==> src/rtl/seq_div_unit.sv <==
// Multicycle signed divider: restoring division on magnitudes, one quotient bit per clock, then a sign-fix cycle.
// Optional macro DIVU_EN adds the div_unsigned input for unsigned (DIVU) operation.
//
// state | meaning
// IDLE  | waiting for div_start; operands captured here
// RUN   | one restoring-division step per clock, WIDTH steps
// SIGN  | apply result signs, write div_lo/div_hi
// DONE  | div_fim high for this single cycle
module seq_div_unit #(
  parameter int WIDTH = 32
) (
  input  logic             clock,
  input  logic             reset,
  input  logic             div_start,
`ifdef DIVU_EN
  input  logic             div_unsigned,
`endif
  input  logic [WIDTH-1:0] a_in,
  input  logic [WIDTH-1:0] b_in,
  output logic [WIDTH-1:0] div_lo,
  output logic [WIDTH-1:0] div_hi,
  output logic             div_fim,
  output logic             div_zero,
  output logic             busy
);

  localparam int CW = $clog2(WIDTH + 1);
  localparam logic [CW-1:0] CNT_INIT = CW'(WIDTH);
  localparam logic [CW-1:0] CNT_ONE  = CW'(1);

  typedef enum logic [1:0] {
    IDLE = 2'd0,
    RUN  = 2'd1,
    SIGN = 2'd2,
    DONE = 2'd3
  } divStateT;

  divStateT         state;
  logic [CW-1:0]    counter;
  logic [WIDTH-1:0] remReg;
  logic [WIDTH-1:0] dvdReg;
  logic [WIDTH-1:0] divisorReg;
  logic             signQ;
  logic             signR;

  logic             isUnsigned;
  logic [WIDTH-1:0] aMag;
  logic [WIDTH-1:0] bMag;
  logic [WIDTH:0]   shifted;
  logic [WIDTH:0]   trialDiff;
  logic             trialGeq;

`ifdef DIVU_EN
  assign isUnsigned = div_unsigned;
`else
  assign isUnsigned = 1'b0;
`endif

  // Negating -2^(WIDTH-1) yields the same bit pattern, which read unsigned is exactly its magnitude.
  assign aMag = (!isUnsigned && a_in[WIDTH-1]) ? -a_in : a_in;
  assign bMag = (!isUnsigned && b_in[WIDTH-1]) ? -b_in : b_in;

  // The partial remainder is always below the divisor, so the shifted value fits in WIDTH+1 bits
  // and the top bit of the difference acts as the borrow.
  assign shifted   = {remReg, dvdReg[WIDTH-1]};
  assign trialDiff = shifted - {1'b0, divisorReg};
  assign trialGeq  = ~trialDiff[WIDTH];

  always_ff @(posedge clock or negedge reset) begin
    if (!reset) begin
      state      <= IDLE;
      counter    <= '0;
      remReg     <= '0;
      dvdReg     <= '0;
      divisorReg <= '0;
      signQ      <= 1'b0;
      signR      <= 1'b0;
      div_lo     <= '0;
      div_hi     <= '0;
      div_fim    <= 1'b0;
      div_zero   <= 1'b0;
      busy       <= 1'b0;
    end else begin
      div_fim <= 1'b0;
      case (state)
        IDLE: begin
          if (div_start) begin
            if (b_in == '0) begin
              div_zero <= 1'b1;
              div_fim  <= 1'b1;
              state    <= DONE;
            end else begin
              dvdReg     <= aMag;
              divisorReg <= bMag;
              remReg     <= '0;
              signQ      <= !isUnsigned && (a_in[WIDTH-1] ^ b_in[WIDTH-1]);
              signR      <= !isUnsigned && a_in[WIDTH-1];
              counter    <= CNT_INIT;
              div_zero   <= 1'b0;
              busy       <= 1'b1;
              state      <= RUN;
            end
          end
        end
        RUN: begin
          remReg  <= trialGeq ? trialDiff[WIDTH-1:0] : shifted[WIDTH-1:0];
          dvdReg  <= {dvdReg[WIDTH-2:0], trialGeq};
          counter <= counter - CNT_ONE;
          if (counter == CNT_ONE) begin
            state <= SIGN;
          end
        end
        SIGN: begin
          div_lo  <= signQ ? -dvdReg : dvdReg;
          div_hi  <= signR ? -remReg : remReg;
          busy    <= 1'b0;
          div_fim <= 1'b1;
          state   <= DONE;
        end
        DONE: begin
          state <= IDLE;
        end
        default: begin
          state <= IDLE;
        end
      endcase
    end
  end

endmodule

==> config.mk <==
export PLATFORM = sky130hd
export DESIGN_NAME = seq_div_unit
export DESIGN_NICKNAME = d
export VERILOG_FILES = /design/src/rtl/seq_div_unit.sv
export SDC_FILE = /design/constraint.sdc
export NUM_CORES = 1
export LEC_CHECK = 0
export CAP_MARGIN = 0
export CORE_UTILIZATION = 25
export CTS_CLUSTER_DIAMETER = 200
export DETAILED_ROUTE_END_ITERATION = 8
export HOLD_SLACK_MARGIN = 0.12
export PLACE_DENSITY_LB_ADDON = 0.25
export SETUP_SLACK_MARGIN = 0.5
export SLEW_MARGIN = 20
export SYNTH_ARGS = -nofsm -noshare
export SYNTH_HDL_FRONTEND = slang
export SYNTH_SLANG_ARGS = --single-unit
==> constraint.sdc <==
create_clock -name clock -period 4.6 [get_ports clock]
set_clock_uncertainty 0.05 [all_clocks]
set_input_delay 0.92 -clock clock [delete_from_list [all_inputs] [get_ports clock]]
set_output_delay 0.92 -clock clock [all_outputs]
set_load 0.05 [all_outputs]
* Yosys cells after proc, flatten, opt, wreduce, memory -nomap -nowiden
Index checks and enable logic that the tools add are counted.
** Storage, ports and cells
- Latch bits :: 0
- Register bits after elaboration :: 173
- Memories :: 0
- Memory bits (read-only) :: 0
- Memory bits (writable) :: 0
- Output and inout bits :: 67
- Logic and storage cells :: 61
- Input bits :: 67
** Cells by class
- Reduce and logical (&&, ||, !) cells :: 9
- Multiplexer cells :: 24
- $lt $le $gt $ge :: 0
- $add $sub $neg :: 6
- Divide/modulo/power cells :: 0
- Equal/unequal tests :: 7
- Bitwise logic cells :: 3
- Multipliers :: 0
- Shift operators :: 0
** Operator list (number)
- two-way mux 32 bit :: 9
- negation 32 bit :: 4
- one-hot mux 32 bit (2 select lines) :: 2
- subtractor 33 x 32 -> 33 bit :: 1
- zero test 32 bit :: 1
- two-way mux 6 bit :: 2
- one-hot mux 6 bit (2 select lines) :: 1
- AND reduction 3 bit :: 3
- one-hot mux 2 bit (4 select lines) :: 1
- equality test 6 x 1 -> 1 bit, second input constant :: 1
- two-way mux 2 bit :: 3
- inequality test 2 bit, second input constant :: 3
- subtractor 6 x 1 -> 6 bit, second input constant :: 1
- equality test 2 bit, second input constant :: 2
- two-way mux 1 bit :: 4
- one-hot mux 1 bit (2 select lines) :: 2
- AND reduction 2 bit :: 2
- nonzero test 2 bit :: 2
- equality test 2 x 1 -> 1 bit, second input constant :: 1
- zero test 2 bit :: 1
- inverter 1 bit :: 2
- XOR 1 bit :: 1

* Logic depth before layout (Yosys ltp)
Gate-level depths: netlist (run 1).
- Word-level depth :: 5
- Gate-level depth with buffers :: 14
- Mapped depth without buffers :: 12

* Worst setup path before layout (run 1)
OpenSTA, ideal clock, no wires.
- Path kind :: reg2reg
- Start point :: register dvdReg[31]
- End point :: register remReg[28]
- Library setup time :: 133 ps
- Arrival time :: 3257 ps
- Data required time :: 4417 ps
- Setup slack :: 1160 ps
- Stages on the path, launching flop included :: 14
- Clock period less this slack :: 3440 ps
- Buffers on the path :: 2
- Cells stage by stage :: dfrtp_1 > inv_1 > ha_1 > fa_1 > nand2b_1 > a21oi_1 > o211ai_1 > o31a_1 > o311ai_0 > xnor2_1 > clkbuf_1 > buf_1 > mux2i_1 > o21ai_0
** On the way
- Longest elaborated chain between the ends :: 3
** RTL lines
- start: declaration :: RTL line 41 : logic [WIDTH-1:0] dvdReg;
- start signal: assignment :: RTL line 93 : dvdReg <= aMag;
- start signal: assignment :: RTL line 107 : dvdReg <= {dvdReg[WIDTH-2:0], trialGeq};
- subtractor 33 x 32 -> 33 bit :: RTL line 66 : assign trialDiff = shifted - {1'b0, divisorReg};
- two-way mux 32 bit :: RTL line 106 : remReg <= trialGeq ? trialDiff[WIDTH-1:0] : shifted[WIDTH-1:0];
- one-hot mux 32 bit (2 select lines) :: RTL line 85 : case (state)
- end signal: assignment :: RTL line 106
- end: declaration :: RTL line 40 : logic [WIDTH-1:0] remReg;
Every way passes these cells.
A chain may end at the register's enable or synchronous reset.

* Worst setup path after layout (run 1)
- Start point :: register dvdReg[31]
- End point :: register remReg[7]
The elaborated chain is that of the path after synthesis.

==> results of run 1 <==
==> cells by family (layout without fill, tap and decap cells) <==
logic type      Yosys count  count (layout)
flops                   173             173
buf+inv                 121             239
xor+xnor                153             153
fa+ha+maj                42              42
simple gates            367             367
compound gates          394             394
mux                      14              14
==> worst min-delay path: stages, from the launching register on <==
cell and delay (ns):
dfrtp_1 0.34, nand2_1 0.05, o21ai_0 0.06
==> area by class of cell <==
type	count	area, sq um	area share [%]
well taps	585	732	5.36
repair buffers	153	1530	11.2
inverters	54	203	1.49
flip-flops and latches	173	4330	31.7
clock buffers	23	458	3.36
clock inverters	9	135	0.990
multi-input cells	970	6260	45.9
==> power groups by stage <==
stage	Combinational [mW]	Clock (mW)	Sequential, mW
after floorplan	3.79	0	3.76
after global placement	6.55	0	3.00
after detailed placement	6.59	0	3.02
after CTS	6.62	1.55	2.99
after global routing	7.27	1.60	3.11
final	6.56	1.49	2.99
==> final timing paths <==
check,from,endpoint,cells past startpoint
max in group asynchronous,reset,div_hi[25]$_DFFE_PN0P_,2
hold / removal,divisorReg[21]$_DFFE_PN0P_,divisorReg[21]$_DFFE_PN0P_,2
setup / recovery,dvdReg[31]$_DFFE_PN0P_,remReg[7]$_DFFE_PN0P_,15
setup reg to reg,dvdReg[31]$_DFFE_PN0P_,remReg[7]$_DFFE_PN0P_,15
hold reg to reg,divisorReg[21]$_DFFE_PN0P_,divisorReg[21]$_DFFE_PN0P_,2
min in group asynchronous,reset,divisorReg[6]$_DFFE_PN0P_,1
==> stage by stage <==
stage	area, sq um	hold WS [ns]
2_1_floorplan	11000	0.399
3_3_place_gp	13000	0.413
3_5_place_dp	13000	0.421
4_1_cts	13600	0.436
5_1_grt	13600	0.476
6_report	13600	0.429
==> flip-flops by register name (all words and copies together), names as in the netlist <==
signal	flops
div_zero	1
dvdReg	32
counter	6
signR	1
state	2
signQ	1
div_lo	32
remReg	32
divisorReg	32
div_hi	32
busy	1
div_fim	1
==> repair_timing <==
item,CTS,global route
gates resized for setup,0,2
setup endpoints to repair,0,14
hold endpoints to repair,0,0
==> cells in the final DEF, fill, tap and decap left out, drive strengths merged, types with 9 or more instances in the layout <==
cell and n:
nor2 133, inv 55, nand2b 20, mux2i 11, o21ai 117, or3 17
xor2 124, clkbuf 23, or4 18, clkdlybuf4s50 132, a22oi 22, dfrtp 173
o41ai 17, nor3 9, nand2 110, a21oi 136, ha 41, xnor2 29
a21o 11, nor4 12, a221o 15, nand3 20, buf 21, o31ai 38
==> per-layer routing <==
layer  wire [um]  GRT usage (%)  vias to the layer above
met5           0              0                        -
met4         474           4.07                        0
met3        1180           2.36                       28
met2       13700           21.5                      200
met1       16200           21.3                     4355
li1            -              -                     4702
==> flow_metrics.tcl, run 1 <==
set metrics [dict create \
    outcome "finished, final reports clean" \
    ys_top_cells_by_count "dfrtp_1, a21oi_1, nor2_1" \
    max-vdd-ir-drop_v 0.000308 \
    clkTransAtPathRegs_ns 0.06 \
    synth.top_cells.by_area "dfrtp_1, xor2_1, a21oi_1" \
    synthSimpleGateAreaFrac_pct 16.0 \
    leakagePower_nw 5.78 \
    muxShareOfSynthArea_pct 1.31 \
    nNetsFinal 1478 \
    critPathMaxStageDelay_ns 0.42 \
    synth-main-ff-cell "dfrtp_1" \
    final.min_clock_period_ns 3.85 \
    worstMarginPinSlew_ns 0.944 \
    cts_made_buffers 17 \
    synthAdderAreaFrac_pct 4.84 \
    final_cells 1967 \
    syn_to_final_growth_pct 24.0 \
    synthArstFlopShare_pct 100 \
    yosysTopAreaCellShare_pct 39.3 \
    die_x_um 212 \
    initial_core_util_pct 25.4 \
    gp_congestion 0.848 \
    grt_pass1_wl_mm 50.9 \
    drt_pass1_iterations 5 \
    place_inst 1935 \
    grt_max_degree 90 \
    setup_viol 0 \
    synth_seq_area_share_pct 39.3 \
    p_switching_mw 5.43 \
    period_share_pct 83.8 \
    synth_compound_area_share_pct 22.1 \
    antenna_cells 0 \
    cts_hold_buffers 0 \
    antenna_left 0 \
    crit_fanout 26 \
    post-synth-top-count-cell "dfrtp_1" \
    p_clk_share_pct 13.5 \
    synth.avg_cell_area_sq_um 8.71 \
    worstPathArrival_ns 4.12 \
    crit_path_end_kind "flop" \
    ff2ff_setup_slack_ns 0.75 \
    yosysUniqueCellTypes 65 \
    seq_power_share_pct 27.1 \
    p_comb_share_pct 59.4 \
    yosys.area.top_type "dfrtp_1" \
    hold_violations 0 \
    fill_cells 4561 \
    io_buffers 133 \
    avgViaCountPerCell 4.72 \
    via_count 9285 \
    cts-root-buf "clkbuf_16" \
    rsz0062_at_grt "false" \
    dieArea_sq_mm 0.0449 \
    post-route-util_pct 31.5 \
    coreArea_sq_mm 0.0433 \
    p_total_mw 11.0 \
    cts_tree "built" \
    worstPathCellList "inv_1, ha_1, fa_1, nand2b_1, a21oi_1, o211ai_1, o31a_1, o311ai_0, buf_4, xnor2_2, buf_12, buf_4, nor2_1, a21oi_1, o21ai_0" \
    syn-num-nets 1373 \
    fin_ws_ns 0.747 \
    drc 0 \
    hp-class "reg -> reg" \
    path_class "reg -> reg" \
    cp-start-kind "flop" \
    cts_max_level 4 \
    cp_slowest_cell "dfrtp_1" \
    route.final.wire_length_mm 31.6 \
    synth_edf_count 0 \
    grtUsageTotal_pct 14.4 \
    fin_tns_setup_ns 0 \
    cts_setup_buffers 0 \
    grt_pass1_vias 8950 \
    fmax_mhz 260 \
    syn_inst 1264 \
    dp_hpwl_mm 23.9 \
    syn_area_sq_mm 0.0110 \
    pin_count 134 \
    pre_cts_ws_ns 0.241 \
    rows 76 \
    synth-xor-area-share_pct 12.2 \
    antenna_found_initial 0 \
    intPower_mw 5.61 \
    clockBufferDepth 2 \
    power_density_mw_per_mm2 809 \
    die_y_um 212 \
    drive_gt1_share_pct 5.57 \
    wl_per_cell_um 16.1 \
    cp.required_ns 4.87 \
    final-max-slew-violation-count 0 \
    path_buf_inv 4 \
    maxCapViolations 0 \
    grt-ovfl-total 0 \
    clkLatencyLatePin_ns 0.44 \
    yosysWarningCount 0 \
    cts_sinks 173 \
    synth_top_family_by_area "compound AO/OA/AOI/OAI gates" \
    relSlewSlack_pct 37.1 \
    critPathTopFamily "compound AO/OA/AOI/OAI gates" \
    switching_share_pct 49.2 \
    drt_iter0_markers 622 \
    synth-seq-cells 173 \
]
Note: power is estimated with default switching activity, not from simulation.
==> inputs of run 2 (changes only) <==
==> constraint.sdc (replaced) <==
create_clock -name clock -period 3.6 [get_ports clock]
set_clock_uncertainty 0.05 [all_clocks]
set_input_delay 0.72 -clock clock [delete_from_list [all_inputs] [get_ports clock]]
set_output_delay 0.72 -clock clock [all_outputs]
set_load 0.05 [all_outputs]
==> run 2 against run 1 <==
  * First-iteration DRC count shrank 12%
  * Via count rose by 5.8%
  * Register-to-register slack worse by 0.31 ns
  * Wire length up 8.7%
  * Count of clock-buffer cells in the layout decreased by 4
  * Global-route usage rose by 0.72 points
  * Cell area up 14%
  * Flip-flop and latch count stayed put
  * Combinational power rose by 63%
  * Critical path type unchanged
==> flow_metrics.tcl, run 2 (synthesized netlist as in run 1, its figures left out) <==
set metrics [dict create \
    antenna_found_initial 0 \
    fin_ws_ns 0.437 \
    fin_area_sq_mm 0.0156 \
    cts_tree "built" \
    die_y_um 212 \
    syn_to_final_growth_pct 41.7 \
    path_class "reg -> reg" \
    clkLatencyLatePin_ns 0.46 \
    drc 0 \
    fill_cells 4371 \
    drt_pass1_iterations 7 \
    p_total_mw 16.4 \
    antenna_left 0 \
    grtUsageTotal_pct 15.2 \
    hold_slack_ns 0.190 \
    antenna_cells 0 \
    crit_fanout 4 \
    route.final.wire_length_mm 34.3 \
    clkTransAtPathRegs_ns 0.07 \
    cts_max_level 4 \
    crit_path_end_kind "flop" \
    fmax_mhz 316 \
    timing.rr.start "dvdReg[4]$_DFFE_PN0P_" \
    r2r-end "div_lo[30]$_DFFE_PN0P_" \
    avgViaCountPerCell 4.68 \
    leakagePower_nw 6.82 \
    post-route-util_pct 36.0 \
    grt_pass1_wl_mm 53.2 \
    place_inst 2001 \
    cp.required_ns 3.87 \
    cts-root-buf "clkbuf_16" \
    ff2ff_setup_slack_ns 0.44 \
    drive_gt1_share_pct 21.5 \
    initial_core_util_pct 25.4 \
    final-max-slew-violation-count 0 \
    drt_iter0_markers 546 \
    maxCapViolations 0 \
    dp_hpwl_mm 24.6 \
    nNetsFinal 1609 \
    hold_violations 0 \
    final_cell_mix "dfrtp_1, nor2_1, xor2_1" \
    cts_hold_buffers 0 \
    period_share_pct 87.9 \
    rsz0062_at_grt "true" \
    relSlewSlack_pct 16.1 \
    power_density_mw_per_mm2 1050 \
    fin_tns_setup_ns 0 \
    mostFrequentLayoutCell "dfrtp_1" \
    gp_congestion 0.849 \
    max-vdd-ir-drop_v 0.000375 \
    pin_count 134 \
    pre_cts_ws_ns -0.154 \
    grt-ovfl-total 0 \
    via_count 9826 \
    die_x_um 212 \
    clockBufferDepth 2 \
    placed_area_sq_mm 0.0136 \
    grt_max_degree 59 \
    cts_made_buffers 17 \
    final_cells 2098 \
    reg2regPathDepth 10 \
    cp-start-kind "flop" \
    worstPathArrival_ns 3.44 \
    dieArea_sq_mm 0.0449 \
    outcome "finished, final reports clean" \
    coreArea_sq_mm 0.0433 \
    setup_viol 0 \
    worstMarginPinSlew_ns 1.26 \
    final.min_clock_period_ns 3.16 \
    hp-class "in -> async" \
    grt_pass1_vias 9421 \
    cts_sinks 173 \
    wl_per_cell_um 16.4 \
    rows 76 \
    io_buffers 133 \
]
run 2: area by class of cell:
type	instances	area, sq um	share of cell area [%]
Multi-Input combinational cell	970	6930	44.4
Sequential cell	173	4340	27.9
Timing Repair Buffer	284	2820	18.1
Tap cell	585	732	4.69
Clock buffer	19	453	2.90
Inverter	54	203	1.30
Clock inverter	13	113	0.722
run 2: critical path: stages, from the launching register on:
cell	delay [ns]
dfrtp_2	0.44
nor4_4	0.36
nand3b_1	0.17
buf_4	0.16
or3_4	0.33
or3_4	0.38
or4_4	0.47
nand2b_4	0.19
o21ai_2	0.15
xor2_1	0.23
a21oi_1	0.10
run 2: worst max-delay path by stage:
stage	slack, ns	to	from	cells after the start
3_3_place_gp	-0.1	dvdReg[11]$_DFFE_PN0P_	b_in[6]	9
2_1_floorplan	0.50	remReg[16]$_DFFE_PN0P_	dvdReg[31]$_DFFE_PN0P_	13
5_1_grt	0.30	remReg[31]$_DFFE_PN0P_	remReg[22]$_DFFE_PN0P_	12
6_report	0.44	div_lo[30]$_DFFE_PN0P_	dvdReg[4]$_DFFE_PN0P_	10
4_1_cts	0.44	remReg[31]$_DFFE_PN0P_	divisorReg[0]$_DFFE_PN0P_	13
3_5_place_dp	-0.15	remReg[29]$_DFFE_PN0P_	b_in[6]	10
run 2: routing by layer:
layer / vias to the layer above / share of wire (%) / global-route usage [%]
met1: 4663 / 50 / 22.0
met2: 170 / 45 / 22.7
li1: 4961 / - / -
met5: - / 0 / 0
met4: 0 / 1.8 / 4.92
met3: 32 / 3.3 / 2.48
run 2: power by group:
part	total, mW	switching (mW)	internal, mW
registers	3.86	0.991	2.87
clock network	1.84	0.845	0.990
logic	10.7	6.10	4.64
total	16.4	7.94	8.51
run 2: what timing repair did:
action | 4_1_cts | 5_1_grt
gates resized for setup | 61 | 169
cloned | 5 | 5
setup buffers | 36 | 19
setup endpoints to repair | 75 | 98
pin swaps | 22 | 60
